File: src/rtl/rr_arbiter_4_if.sv
// Request/grant bundle between four requesters and the round-robin arbiter.
// The arbiter takes the slave view; whoever drives the requests takes the master view.
interface rr_arbiter_4_if;
  logic       en;
  logic [3:0] req;
  logic [3:0] grant;
  logic [1:0] grant_idx;
  logic       grant_valid;
  logic       timeout;

  modport master (
    output en,
    output req,
    input  grant,
    input  grant_idx,
    input  grant_valid,
    input  timeout
  );

  modport slave (
    input  en,
    input  req,
    output grant,
    output grant_idx,
    output grant_valid,
    output timeout
  );
endinterface

File: src/rtl/rr_arbiter_4.sv
// Four-way round-robin arbiter with a hold-time limit; every output is registered
// and the one-hot grant is the enabled decode of the registered winner index.
module rr_arbiter_4 #(
  parameter int HOLD_MAX = 16,
  parameter int CNT_W    = 5
) (
  input logic          clk,
  input logic          rst_n,
  rr_arbiter_4_if.slave arb
);

  typedef enum logic {
    IDLE  = 1'b0,
    GRANT = 1'b1
  } state_t;

  localparam logic [CNT_W-1:0] HOLD_LAST = CNT_W'(HOLD_MAX - 1);

  state_t           state, state_nxt;
  logic [1:0]       last, last_nxt;
  logic [1:0]       idx_q, idx_nxt;
  logic             valid_q, valid_nxt;
  logic             timeout_q, timeout_nxt;
  logic [CNT_W-1:0] cnt, cnt_nxt;
  logic [3:0]       grant_q, grant_nxt;
  logic [2:0]       pick_all, pick_other;

  function automatic logic [3:0] decode(input logic [1:0] idx);
    return 4'b0001 << idx;
  endfunction

  // Returns {found, index}; walks last+1, last+2, ... wrapping, and finishes on
  // last itself, so the most recent winner has the lowest priority.
  function automatic logic [2:0] rr_pick(input logic [3:0] r, input logic [1:0] from);
    logic [2:0] res;
    logic [1:0] idx;
    res = 3'b000;
    for (int k = 4; k >= 1; k--) begin
      idx = from + 2'(k);
      if (r[idx]) res = {1'b1, idx};
    end
    return res;
  endfunction

  // In GRANT, last always equals idx_q; masking the holder gives the timeout search.
  assign pick_all   = rr_pick(arb.req, last);
  assign pick_other = rr_pick(arb.req & ~decode(idx_q), last);

  // NOTE: every signal written here gets a default first, so no path leaves
  // a value unassigned and no latch is inferred.
  always_comb begin
    state_nxt   = state;
    last_nxt    = last;
    idx_nxt     = idx_q;
    valid_nxt   = 1'b0;
    timeout_nxt = 1'b0;
    cnt_nxt     = cnt;

    unique case (state)
      IDLE: begin
        if (arb.en && pick_all[2]) begin
          state_nxt = GRANT;
          last_nxt  = pick_all[1:0];
          idx_nxt   = pick_all[1:0];
          valid_nxt = 1'b1;
          cnt_nxt   = '0;
        end
      end

      GRANT: begin
        if (!arb.en) begin
          state_nxt = IDLE;
          cnt_nxt   = '0;
        end else if (!arb.req[idx_q]) begin
          // Holder released: hand over in the same cycle so no idle bubble appears.
          if (pick_all[2]) begin
            last_nxt  = pick_all[1:0];
            idx_nxt   = pick_all[1:0];
            valid_nxt = 1'b1;
            cnt_nxt   = '0;
          end else begin
            state_nxt = IDLE;
            cnt_nxt   = '0;
          end
        end else if (cnt == HOLD_LAST) begin
          timeout_nxt = 1'b1;
          valid_nxt   = 1'b1;
          cnt_nxt     = '0;
          if (pick_other[2]) begin
            last_nxt = pick_other[1:0];
            idx_nxt  = pick_other[1:0];
          end
        end else begin
          valid_nxt = 1'b1;
          cnt_nxt   = cnt + 1'b1;
        end
      end

      default: state_nxt = IDLE;
    endcase

    grant_nxt = decode(idx_nxt) & {4{valid_nxt}};
  end

  // NOTE: state registers use non-blocking assignments so every flop samples
  // the pre-edge values, independent of statement order.
  always_ff @(posedge clk or negedge rst_n) begin
    if (!rst_n) begin
      state     <= IDLE;
      last      <= 2'd3;
      idx_q     <= 2'd0;
      valid_q   <= 1'b0;
      timeout_q <= 1'b0;
      cnt       <= '0;
      grant_q   <= 4'b0000;
    end else begin
      state     <= state_nxt;
      last      <= last_nxt;
      idx_q     <= idx_nxt;
      valid_q   <= valid_nxt;
      timeout_q <= timeout_nxt;
      cnt       <= cnt_nxt;
      grant_q   <= grant_nxt;
    end
  end

  assign arb.grant       = grant_q;
  assign arb.grant_idx   = idx_q;
  assign arb.grant_valid = valid_q;
  assign arb.timeout     = timeout_q;

endmodule

File: src/flat_wrapper.sv
// flat-port wrapper written by rule: the top's interface ports become plain ports
module rr_arbiter_4_flat 
#(
  parameter int HOLD_MAX = 16,
  parameter int CNT_W    = 5
)
  (clk, rst_n, arb_en, arb_req, arb_grant, arb_grant_idx, arb_grant_valid, arb_timeout);
  rr_arbiter_4_if arb_i ();
  input logic clk;
  input logic rst_n;
  input wire logic [$bits(arb_i.en)-1:0] arb_en;
  input wire logic [$bits(arb_i.req)-1:0] arb_req;
  output wire logic [$bits(arb_i.grant)-1:0] arb_grant;
  output wire logic [$bits(arb_i.grant_idx)-1:0] arb_grant_idx;
  output wire logic [$bits(arb_i.grant_valid)-1:0] arb_grant_valid;
  output wire logic [$bits(arb_i.timeout)-1:0] arb_timeout;
  assign arb_i.en = arb_en;
  assign arb_i.req = arb_req;
  assign arb_grant = arb_i.grant;
  assign arb_grant_idx = arb_i.grant_idx;
  assign arb_grant_valid = arb_i.grant_valid;
  assign arb_timeout = arb_i.timeout;
  rr_arbiter_4 #(.HOLD_MAX(HOLD_MAX), .CNT_W(CNT_W)) u_core (.clk(clk), .rst_n(rst_n), .arb(arb_i));
endmodule
File: config.mk
export PLATFORM = sky130hd
export DESIGN_NAME = rr_arbiter_4_flat
export DESIGN_NICKNAME = d
export VERILOG_FILES = /design/src/rtl/rr_arbiter_4_if.sv /design/src/rtl/rr_arbiter_4.sv /design/src/flat_wrapper.sv
export SDC_FILE = /design/constraint.sdc
export NUM_CORES = 1
export LEC_CHECK = 0
export ABC_AREA = 1
export CORE_MARGIN = 2
export CORE_UTILIZATION = 25
export CTS_BUF_LIST = sky130_fd_sc_hd__clkbuf_16
export CTS_CLUSTER_SIZE = 25
export DETAILED_ROUTE_END_ITERATION = 16
export PLACE_DENSITY = 0.46
export SLEW_MARGIN = 5
export SYNTH_ARGS = -nofsm -noshare
export SYNTH_HDL_FRONTEND = slang
export SYNTH_SLANG_ARGS = --single-unit
File: constraint.sdc
create_clock -name clk -period 1.7 [get_ports clk]
set_input_delay 0.51 -clock clk [delete_from_list [all_inputs] [get_ports clk]]
set_output_delay 0.51 -clock clk [all_outputs]
set_load 0.01 [all_outputs]
# ---- After elaboration in Yosys (flattened, before gate mapping)
# Index checks and enable logic that the tools add are counted.
dict set report word_totals {
  out_inout_bits 8
  regBits 15
  inputBits 7
  elab_cells 83
}
dict set report op_classes {
  addsub 4
  bitwise_logic 4
  shifts 2
  n_eq_ne 6
  n_reduce_logical 2
  n_mux 54
  magnitude_cmp 5
}
# cell count
set ops {}
lappend ops {{$mux 2} 12}
lappend ops {{$mux 3} 8}
lappend ops {{$mux 5} 4}
lappend ops {{$bmux 1 s2} 9}
lappend ops {{$mux 1} 17}
lappend ops {{$lt 2x3->1 const B} 5}
lappend ops {{$pmux 5 s2} 1}
lappend ops {{$ne 3x3->1 const B} 3}
lappend ops {{$and 4x4->4} 2}
lappend ops {{$pmux 2 s2} 2}
lappend ops {{$shl 1x2->4 const A} 2}
lappend ops {{$add 5x1->5 const B} 1}
lappend ops {{$eq 5x4->1 const B} 1}
lappend ops {{$reduce_and 5->1} 1}
lappend ops {{$add 2x2->2 const B} 2}
lappend ops {{$not 4->4} 1}
lappend ops {{$add 2x1->2 const B} 1}
lappend ops {{$ne 2x1->1 const B} 1}
lappend ops {{$ne 2x2->1 const B} 1}
lappend ops {{$pmux 1 s2} 1}
lappend ops {{$logic_and 1x1->1} 1}
lappend ops {{$not 1->1} 1}

# ---- Longest topological paths before layout
# Gate-level depths: netlist of run 1.
dict set report logic_depth {
  word_depth 16
  ltp_mapped 18
  mapped_depth_nobuf 17
}

# ---- Worst setup path before layout of run 1
# Ideal clock, no wire load.
dict set report synth_path {
  path_kind {register -> register}
  from {register u_core.last[0]}
  to {register u_core.grant_q[2] (netlist: u_core.arb.grant[2])}
  period_less_slack_ns 1.877
  setup_slack_ns -0.177
  required_ns 1.582
  setup_time_ns 0.118
  stages_incl_launch_ff 17
  arrival_time_ns 1.760
  n_path_buf 2
  cell_sequence {dfstp_2 -> buf_6 -> inv_4 -> buf_6 -> nand2_4 -> nand2_2 -> or2_4 -> nand2_1 -> nand2_2 -> nand2_1 -> o211ai_2 -> nand2_1 -> nand2_1 -> nand2_1 -> nand2_1 -> nand2_1 -> nor2_1}
}
dict set report synth_via {
  elab_chain_len 13
  elab_cells_between_ends 42
  classes_between {add/sub: 3; shift: 1; mux: 36; bitwise: 1; reduce/logical: 1}
}
# element line
set synth_rtl {}
lappend synth_rtl {{start: declaration} rr_arbiter_4.sv:20} ;# logic [1:0] last, last_nxt;
lappend synth_rtl {{start signal: assignment} rr_arbiter_4.sv:118} ;# last <= last_nxt;
lappend synth_rtl {{$add 2x2->2 or $bmux 1 s2 (tied branches)} {rr_arbiter_4.sv:39, rr_arbiter_4.sv:40}}
lappend synth_rtl {{$bmux 1 s2 or $mux 1 (tied branches)} rr_arbiter_4.sv:40} ;# if (r[idx]) res = {1'b1, idx};
lappend synth_rtl {{$mux 1 (implied by the code) or $mux 3 (tied branches)} rr_arbiter_4.sv:40}
lappend synth_rtl {{$mux 3 (3 in series)} rr_arbiter_4.sv:40}
lappend synth_rtl {{$mux 2} rr_arbiter_4.sv:89} ;# if (pick_other[2]) begin
lappend synth_rtl {{$mux 2} rr_arbiter_4.sv:85} ;# end else if (cnt == HOLD_LAST) begin
lappend synth_rtl {{$mux 2} rr_arbiter_4.sv:74} ;# end else if (!arb.req[idx_q]) begin
lappend synth_rtl {{$mux 2} rr_arbiter_4.sv:71} ;# if (!arb.en) begin
lappend synth_rtl {{$pmux 2 s2} rr_arbiter_4.sv:59} ;# unique case (state)
lappend synth_rtl {{$shl 1x2->4} rr_arbiter_4.sv:29} ;# return 4'b0001 << idx;
lappend synth_rtl {{$and 4x4->4 *} rr_arbiter_4.sv:102} ;# grant_nxt = decode(idx_nxt) & {4{valid_nxt}};
lappend synth_rtl {{net u_core.grant_nxt[2]} rr_arbiter_4.sv:25} ;# logic [3:0] grant_q, grant_nxt;
lappend synth_rtl {{end signal: assignment} rr_arbiter_4.sv:123} ;# grant_q <= grant_nxt;
lappend synth_rtl {{end: declaration} rr_arbiter_4.sv:25}
# The timed path passes the listed nets; every way through them passes the cells marked *. The select of a mux whose other input is x is not followed.
# A chain may end at the register's enable or synchronous reset.

# ---- Worst setup path after layout of run 1
dict set report layout_path {
  from {register u_core.last[0]}
  to {register u_core.grant_q[0] (netlist: u_core.arb.grant[0])}
}
dict set report layout_via {
  elab_chain_len 13
  elab_cells_between_ends 42
  classes_between {add/sub: 3; shift: 1; mux: 36; bitwise: 1; reduce/logical: 1}
}
# element line
set layout_rtl {}
lappend layout_rtl {{$add 2x2->2 or $bmux 1 s2 (tied branches)} {rr_arbiter_4.sv:39, rr_arbiter_4.sv:40}}
lappend layout_rtl {{$bmux 1 s2 or $mux 1 (tied branches)} rr_arbiter_4.sv:40}
lappend layout_rtl {{$mux 1 (implied by the code) or $mux 3 (tied branches)} rr_arbiter_4.sv:40}
lappend layout_rtl {{$mux 3 (3 in series)} rr_arbiter_4.sv:40}
lappend layout_rtl {{$mux 2} rr_arbiter_4.sv:89}
lappend layout_rtl {{$mux 2} rr_arbiter_4.sv:85}
lappend layout_rtl {{$mux 2} rr_arbiter_4.sv:74}
lappend layout_rtl {{$mux 2} rr_arbiter_4.sv:71}
lappend layout_rtl {{$pmux 2 s2 *} rr_arbiter_4.sv:59}
lappend layout_rtl {{net u_core.idx_nxt[1]} rr_arbiter_4.sv:21} ;# logic [1:0] idx_q, idx_nxt;
lappend layout_rtl {{$shl 1x2->4 *} rr_arbiter_4.sv:29}
lappend layout_rtl {{$and 4x4->4 *} rr_arbiter_4.sv:102}
lappend layout_rtl {{net u_core.grant_nxt[0]} rr_arbiter_4.sv:25}
# Marked as above.

==> results of run 1 <==
[routing by layer]
metal	global-route usage (%)	wire length, um	vias to the layer above
li1	-	-	685
met1	20.0	1630	576
met2	21.9	1560	22
met3	2.08	115	2
met4	2.52	16	0
met5	0	0	-
[cells by family (layout without fill, tap and decap cells)]
| family | after synthesis | in the layout | share of synthesized area [%] |
|---|---|---|---|
| simple gates | 106 | 106 | 40.0 |
| fa+ha+maj | 1 | 1 | 1.08 |
| buf+inv | 22 | 85 | 8.68 |
| xor+xnor | 1 | 1 | 1.41 |
| compound gates | 29 | 29 | 16.1 |
| flops | 15 | 15 | 32.8 |
[final cells by class]
type | count | share of cell area [%]
well taps | 52 | 3.39
clock buffers | 3 | 3.91
flip-flops and latches | 15 | 19.7
repair buffers | 61 | 26.5
multi-input cells | 137 | 42.0
clock inverters | 1 | 0.391
inverters | 20 | 4.17
[sequential cells by signal, summed over array words and instances, names as in the netlist]
| signal | count |
|---|---|
| u_core.arb.grant | 4 |
| u_core.arb.timeout | 1 |
| u_core.cnt | 5 |
| u_core.state | 1 |
| u_core.last | 2 |
| u_core.arb.grant_idx | 2 |
[power by group]
| part | total (mW) | switching, mW | internal, mW |
|---|---|---|---|
| sequential | 0.562 | 0.0830 | 0.479 |
| clock | 0.456 | 0.140 | 0.316 |
| combinational | 2.81 | 1.46 | 1.36 |
[metrics by stage]
| stage | utilization (%) | power, mW | instances |
|---|---|---|---|
| floorplan | - | 1.87 | 174 |
| global placement | 35.6 | 2.76 | 269 |
| detailed placement | 35.6 | 2.73 | 269 |
| CTS | 40.3 | 3.57 | 284 |
| global route | 43.5 | 4.19 | 289 |
| finish | 43.5 | 3.83 | 289 |
[cell usage in the layout, fill, tap and decap left out, types with 3 or more instances in the layout]
master and n:
nor2_2 3, a21oi_1 7, nand2_2 17, nand3_2 3, o21ai_1 4, dlygate4sd2_1 5
nand2_1 55, nor2_4 4, buf_4 38, buf_6 8, nand2_4 3, dfrtp_1 13
clkdlybuf4s50_1 8, o21ai_2 3, inv_1 14, o211ai_1 4, inv_2 4, clkbuf_16 3
nor2_1 9, nand3_1 9
[repair_timing]
item                                    CTS  global route
buffers inserted                         11             6
endpoints found under the hold margin     0             0
endpoints found under the setup margin   18            14
resized for setup                        23            37
pin swaps                                 9            22
[critical path: cells and delay by family, from the launching register on]
| family | cells | cell delay (ns) |
|---|---|---|
| flops | 1 | 0.56 |
| compound gates | 3 | 0.41 |
| simple gates | 7 | 0.51 |
| buf+inv | 4 | 0.45 |
[final timing paths]
check                                      end  slack, ns  depth (start not counted)
setup reg to reg           u_core.arb.grant[0]      -0.34                         14
hold / removal                   u_core.cnt[3]       0.50                          1
hold reg to reg                  u_core.cnt[4]       0.52                          1
max in group asynchronous  u_core.arb.grant[0]       0.79                          2
setup / recovery           u_core.arb.grant[0]      -0.34                         14
min in group clk                 u_core.cnt[4]       0.52                          1
==> results by group, run 1 <==
Routing
  • Vias post-DR: 1,285
  • Post-route ant nets: 0
  • Routed length per instance: 11.5 um
  • Final wirelength: 3.33 mm
  • 1st-pass router iterations: 4
  • Via/cell ratio: 4.45
  • DRT iter0 DRCs: 71
  • # DRC: 0

Floorplanning
  • Die Span Y: 71.9 um
  • Die Wd: 71.9 um
  • Initial cell density of the core: 26.1%
  • Row count: 24
  • Die area: 5170 um2
  • Core ar.: 4410 um2
  • IO Count: 15

Synthesis
  • Post-synthesis cell area: 1150 um2
  • Post-synth EDFFs: 0
  • Most frequent cell after synthesis: nand2_1
  • Mapped Cells: 174
  • Yosys warns: 0
  • Syn nets: 182
  • Yosys reg bits: 15
  • Post-synth ARST share: 100%
  • Share of the synthesized area in the top cell type: 28.2%
  • Ys flop type: dfrtp_1
  • Area leader, netlist: dfrtp_1
  • Most instantiated cells after synthesis: nand2_1 (69), inv_1 (16), dfrtp_1 (13), nand3_1 (12), nor2_1 (12)
  • Register area share after synthesis: 32.8%
  • Syn_area_per_cell: 6.63 um2
  • Synth top area cells: dfrtp_1 (28%), nand2_1 (22%), nand3_1 (5.2%), inv_1 (5.2%), dfstp_2 (4.6%)
  • Yosys cell types: 29

Min path
  • Hold crit path type: primary input to async pin

Placement
  • Routability cong.: 0.825
  • Pre-CTS worst setup slack: -0.667 ns
  • Detail Placement HPWL: 2.53 mm
  • I/O Buffers: 14
  • Placed Area: 1570 um2

GRT
  • Vias in the first global route: 1,220
  • Global-route wire length before repair: 5.64 mm
  • Antenna violations before repair: 0
  • Total Routing Usage GR: 13.7%
  • Largest net degree at the start of global routing: 11
  • GR Overflow Total: 0

Clocking
  • CTS tree: done
  • Clk buf depth: 2
  • Clock slew at reported path FFs: 0.05 ns
  • Htree depth: 1
  • Clk sinks: 15
  • Clk_lat worst skew: 0.24 ns
  • Clk root buf: clkbuf_16
  • Hold buffers post-CTS: 0
  • Num CTS Buffers: 3

Flow run
  • MaxCap Viol Count: 0

Setup path
  • CP peak stage delay: 0.56 ns
  • CP Class: register to register
  • Most used cell, CP: nand2_1
  • Setup crit end kind: register
  • Worst path cell trace: buf_6 > buf_6 > buf_6 > o21ai_4 > nand2_2 > nand2_1 > o21bai_1 > nand2_1 > a31oi_1 > nand2_1 > nand2_1 > nand2_2 > inv_2 > nor2_1
  • Worst path required time: 1.84 ns
  • Arr. time, crit path: 2.18 ns
  • CP startpoint: u_core.last[0]
  • Critical path's slowest cell: dfstp_2
  • Crit path max fanout: 5
  • Reg2reg start: u_core.last[0]
  • Crit start category: register

Status
  • Failing checks: negative setup slack
  • Outcome: finished, violations left

Finish
  • Fillcell total: 457
  • # nets final: 246
  • Multi-input gate area: 807 um2
  • Reg area: 378 um2
  • Antenna diodes: 0
  • Post-route cell area: 1920 um2
  • Layout cell share with drive strength beyond 1: 43.0%
  • Area Growth Syn to Fin: 66.6%

STA
  • Max-slew violations: 0
  • Final Setup Violations: 13
  • Min Hold Slack: 0.503 ns
  • Sum Neg Setup Slack: -3.50 ns
  • Post-route worst setup slack: -0.342 ns
  • Final Cycle Share: 120%
  • Worst relative slew slack: 79.4%
  • RSZ-0062 raised after global routing: true
  • Final clock skew: 0.00551 ns
  • Slew @ Worst Pin: 0.307 ns
  • Endpoints failing hold: 0
  • F_max: 490 MHz
  • Tmin final: 2.04 ns

Pwr
  • P per Cell Area: 1990 nW/um2
  • Leakage: 0.961 nW
  • Max IR drop VDD: 0.844 mV
Note: power is estimated with default switching activity, not from simulation.
==> inputs of run 2 (changes only) <==
MAX_ROUTING_LAYER = met4   (was not set)
==> results by group, run 2 (synthesis gave the netlist of run 1 again) <==
Floorplanning
  • Die Span Y: 71.9 um (unchanged)
  • IO Count: 15 (unchanged)
  • Initial cell density of the core: 26.1% (unchanged)
  • Die area: 5170 um2 (unchanged)
  • Die Wd: 71.9 um (unchanged)
  • Core ar.: 4410 um2 (unchanged)
  • Row count: 24 (unchanged)

Setup path
  • Worst path required time: 1.84 ns (about the same)
  • CP peak stage delay: 0.56 ns (about the same)
  • Crit start category: register
  • Bufs and invs on worst path: 4 (unchanged)
  • Delay-heaviest family, CP: flip-flops
  • Arr. time, crit path: 2.18 ns (about the same)
  • Terminus of the critical flop-to-flop path: u_core.arb.grant[0]
  • Crit path max fanout: 5 (unchanged)
  • CP Class: register to register
  • Setup crit end kind: register
  • Most used cell, CP: nand2_1
  • Worst R2R Path Depth: 14 (unchanged)
  • Reg2reg start: u_core.last[0]
  • R2r setup slk: -0.34 ns (about the same)
  • Worst path cell trace: buf_6 > buf_6 > buf_6 > o21ai_4 > nand2_2 > nand2_1 > o21bai_1 > nand2_1 > a31oi_1 > nand2_1 > nand2_1 > nand2_2 > inv_2 > nor2_1
  • Critical path's slowest cell: dfstp_2

Clocking
  • Hold buffers post-CTS: 0 (unchanged)
  • Clk root buf: clkbuf_16
  • Htree depth: 1 (unchanged)
  • Clk sinks: 15 (unchanged)
  • Num CTS Buffers: 3 (unchanged)
  • Clock slew at reported path FFs: 0.05 ns (about the same)
  • Clk_lat worst skew: 0.24 ns (about the same)
  • CTS tree: done
  • Clk buf depth: 2 (unchanged)

STA
  • Max-slew violations: 0 (unchanged)
  • Final Setup Violations: 13 (unchanged)
  • Final Cycle Share: 120% (about the same)
  • Final clock skew: 0.00549 ns (-0.0000147 ns)
  • Post-route worst setup slack: -0.342 ns (-0.0000200 ns)
  • Tmin final: 2.04 ns (+0.0000200 ns)
  • Endpoints failing hold: 0 (unchanged)
  • RSZ-0062 raised after global routing: true
  • Sum Neg Setup Slack: -3.50 ns (-0.000240 ns)
  • Slew @ Worst Pin: 0.307 ns (+0.000000834 ns)
  • F_max: 490 MHz (about the same)
  • Min Hold Slack: 0.503 ns (-0.0000120 ns)
  • Worst relative slew slack: 79.4% (about the same)

Finish
  • Layout Utilization: 43.5% (unchanged)
  • Antenna diodes: 0 (unchanged)
  • Max reg flops: 5 (unchanged)
  • Most frequent cells in the layout: nand2_1 (55), buf_4 (38), nand2_2 (17)
  • Most flop-heavy register: u_core.cnt
  • Post-route cell area: 1920 um2 (unchanged)
  • Layout cell share with drive strength beyond 1: 43.0% (unchanged)
  • Fillcell total: 457 (unchanged)
  • # nets final: 246 (unchanged)
  • Leading cell type in the layout, fill and taps excluded: nand2_1
  • Area Growth Syn to Fin: 66.6% (unchanged)

GRT
  • Antenna violations before repair: 0 (unchanged)
  • Global-route wire length before repair: 5.65 mm (+0.12%)
  • Largest net degree at the start of global routing: 11 (unchanged)
  • Vias in the first global route: 1,219 (-0.082%)
  • GR Overflow Total: 0 (unchanged)
  • Total Routing Usage GR: 14.2% (+0.41 points)

Pwr
  • Leakage: 0.961 nW (unchanged)
  • P_int: 2.15 mW (about the same)
  • Switch share: 43.8% (about the same)
  • Logic pwr share: 73.4% (about the same)
  • Part of the power in registers: 14.7% (about the same)
  • Clock share of power: 11.9% (about the same)
  • P per Cell Area: 1990 nW/um2 (about the same)
  • Sw power: 1.68 mW (about the same)
  • Max IR drop VDD: 0.844 mV (unchanged)

Routing
  • DRT iter0 DRCs: 73 (+2.8%)
  • Via/cell ratio: 4.44 (about the same)
  • # DRC: 0 (unchanged)
  • 1st-pass router iterations: 4 (unchanged)
  • Post-route ant nets: 0 (unchanged)
  • Final wirelength: 3.33 mm (about the same)
  • Routed length per instance: 11.5 um (about the same)
  • Vias post-DR: 1,284 (-0.078%)

Status
  • Failing checks: negative setup slack
  • Outcome: finished, violations left

Placement
  • Routability cong.: 0.838 (+1.5%)
  • Pre-CTS worst setup slack: -0.667 ns (unchanged)
  • Detail Placement HPWL: 2.53 mm (unchanged)
  • Placed Area: 1570 um2 (unchanged)
  • I/O Buffers: 14 (unchanged)

Flow run
  • MaxCap Viol Count: 0 (unchanged)

Min path
  • Hold crit path type: primary input to async pin
run 2: cell counts in the layout (fill, tap and decap cells not counted):
Identical to the previous run, type by type.
run 2: per-layer routing:
metal / up-vias / wire length (um) / track usage (%)
met2: 22 / 1560 / 21.9
met5: - / 0 / -
li1: 685 / - / -
met3: 2 / 114 / 2.08
met4: 0 / 16 / 2.52
met1: 575 / 1630 / 20.0
run 2: area by class of cell:
type	instances	area (um2)	share of cell area [%]
multi-input cells	137	807	42.0
repair buffers	61	509	26.5
flip-flops and latches	15	378	19.7
inverters	20	80.1	4.17
clock buffers	3	75.1	3.91
well taps	52	65.1	3.39
clock inverters	1	7.51	0.391
run 2: worst register-to-register path, stage by stage, from the launching register on:
cell,delay (ns)
dfstp_2,0.56
buf_6,0.15
buf_6,0.13
buf_6,0.10
o21ai_4,0.06
nand2_2,0.09
nand2_1,0.05
o21bai_1,0.18
nand2_1,0.10
a31oi_1,0.17
nand2_1,0.08
nand2_1,0.07
nand2_2,0.07
inv_2,0.08
nor2_1,0.05
run 2: metrics by stage:
step                      power [mW]  std cells
after floorplan                 1.87        174
after detailed placement        2.73        269
after CTS                       3.57        284
final                           3.83        289
after global placement          2.76        269
after global routing            4.19        289
run 2: how the worst max path moves through the flow:
stage / slack (ns) / startpoint / to / depth (start not counted)
finish: -0.34 / u_core.last[0] / u_core.arb.grant[0] / 14
global route: -0.50 / u_core.last[0] / u_core.arb.grant[0] / 14
CTS: -0.30 / u_core.last[0] / u_core.arb.grant[0] / 16
detailed placement: -0.67 / arb_req[3] / u_core.arb.grant[0] / 13
global placement: -0.69 / arb_req[3] / u_core.arb.grant[0] / 13
floorplan: -0.16 / u_core.last[0] / u_core.arb.grant[2] / 16
run 2: power groups by stage:
stage                     Clock, mW  Sequential [mW]  Combinational [mW]
after detailed placement          0            0.591                2.14
after floorplan                   0            0.593                1.28
after CTS                     0.470            0.566                2.53
after global placement            0            0.593                2.17
final                         0.456            0.562                2.81
after global routing          0.489            0.578                3.12
run 2: timing repair:
item                                    4_1_cts  5_1_grt
endpoints found under the hold margin         0        0
endpoints found under the setup margin       18       14
buffers inserted                             11        6
resized for setup                            23       37
pin swaps                                     9       22
==> inputs of run 3 (changes only) <==
CAP_MARGIN = 20   (was not set)
CTS_CLUSTER_DIAMETER = 60   (was not set)
==> results of run 3 <==
Final layout, timing and power as in run 2 (identical DEF).
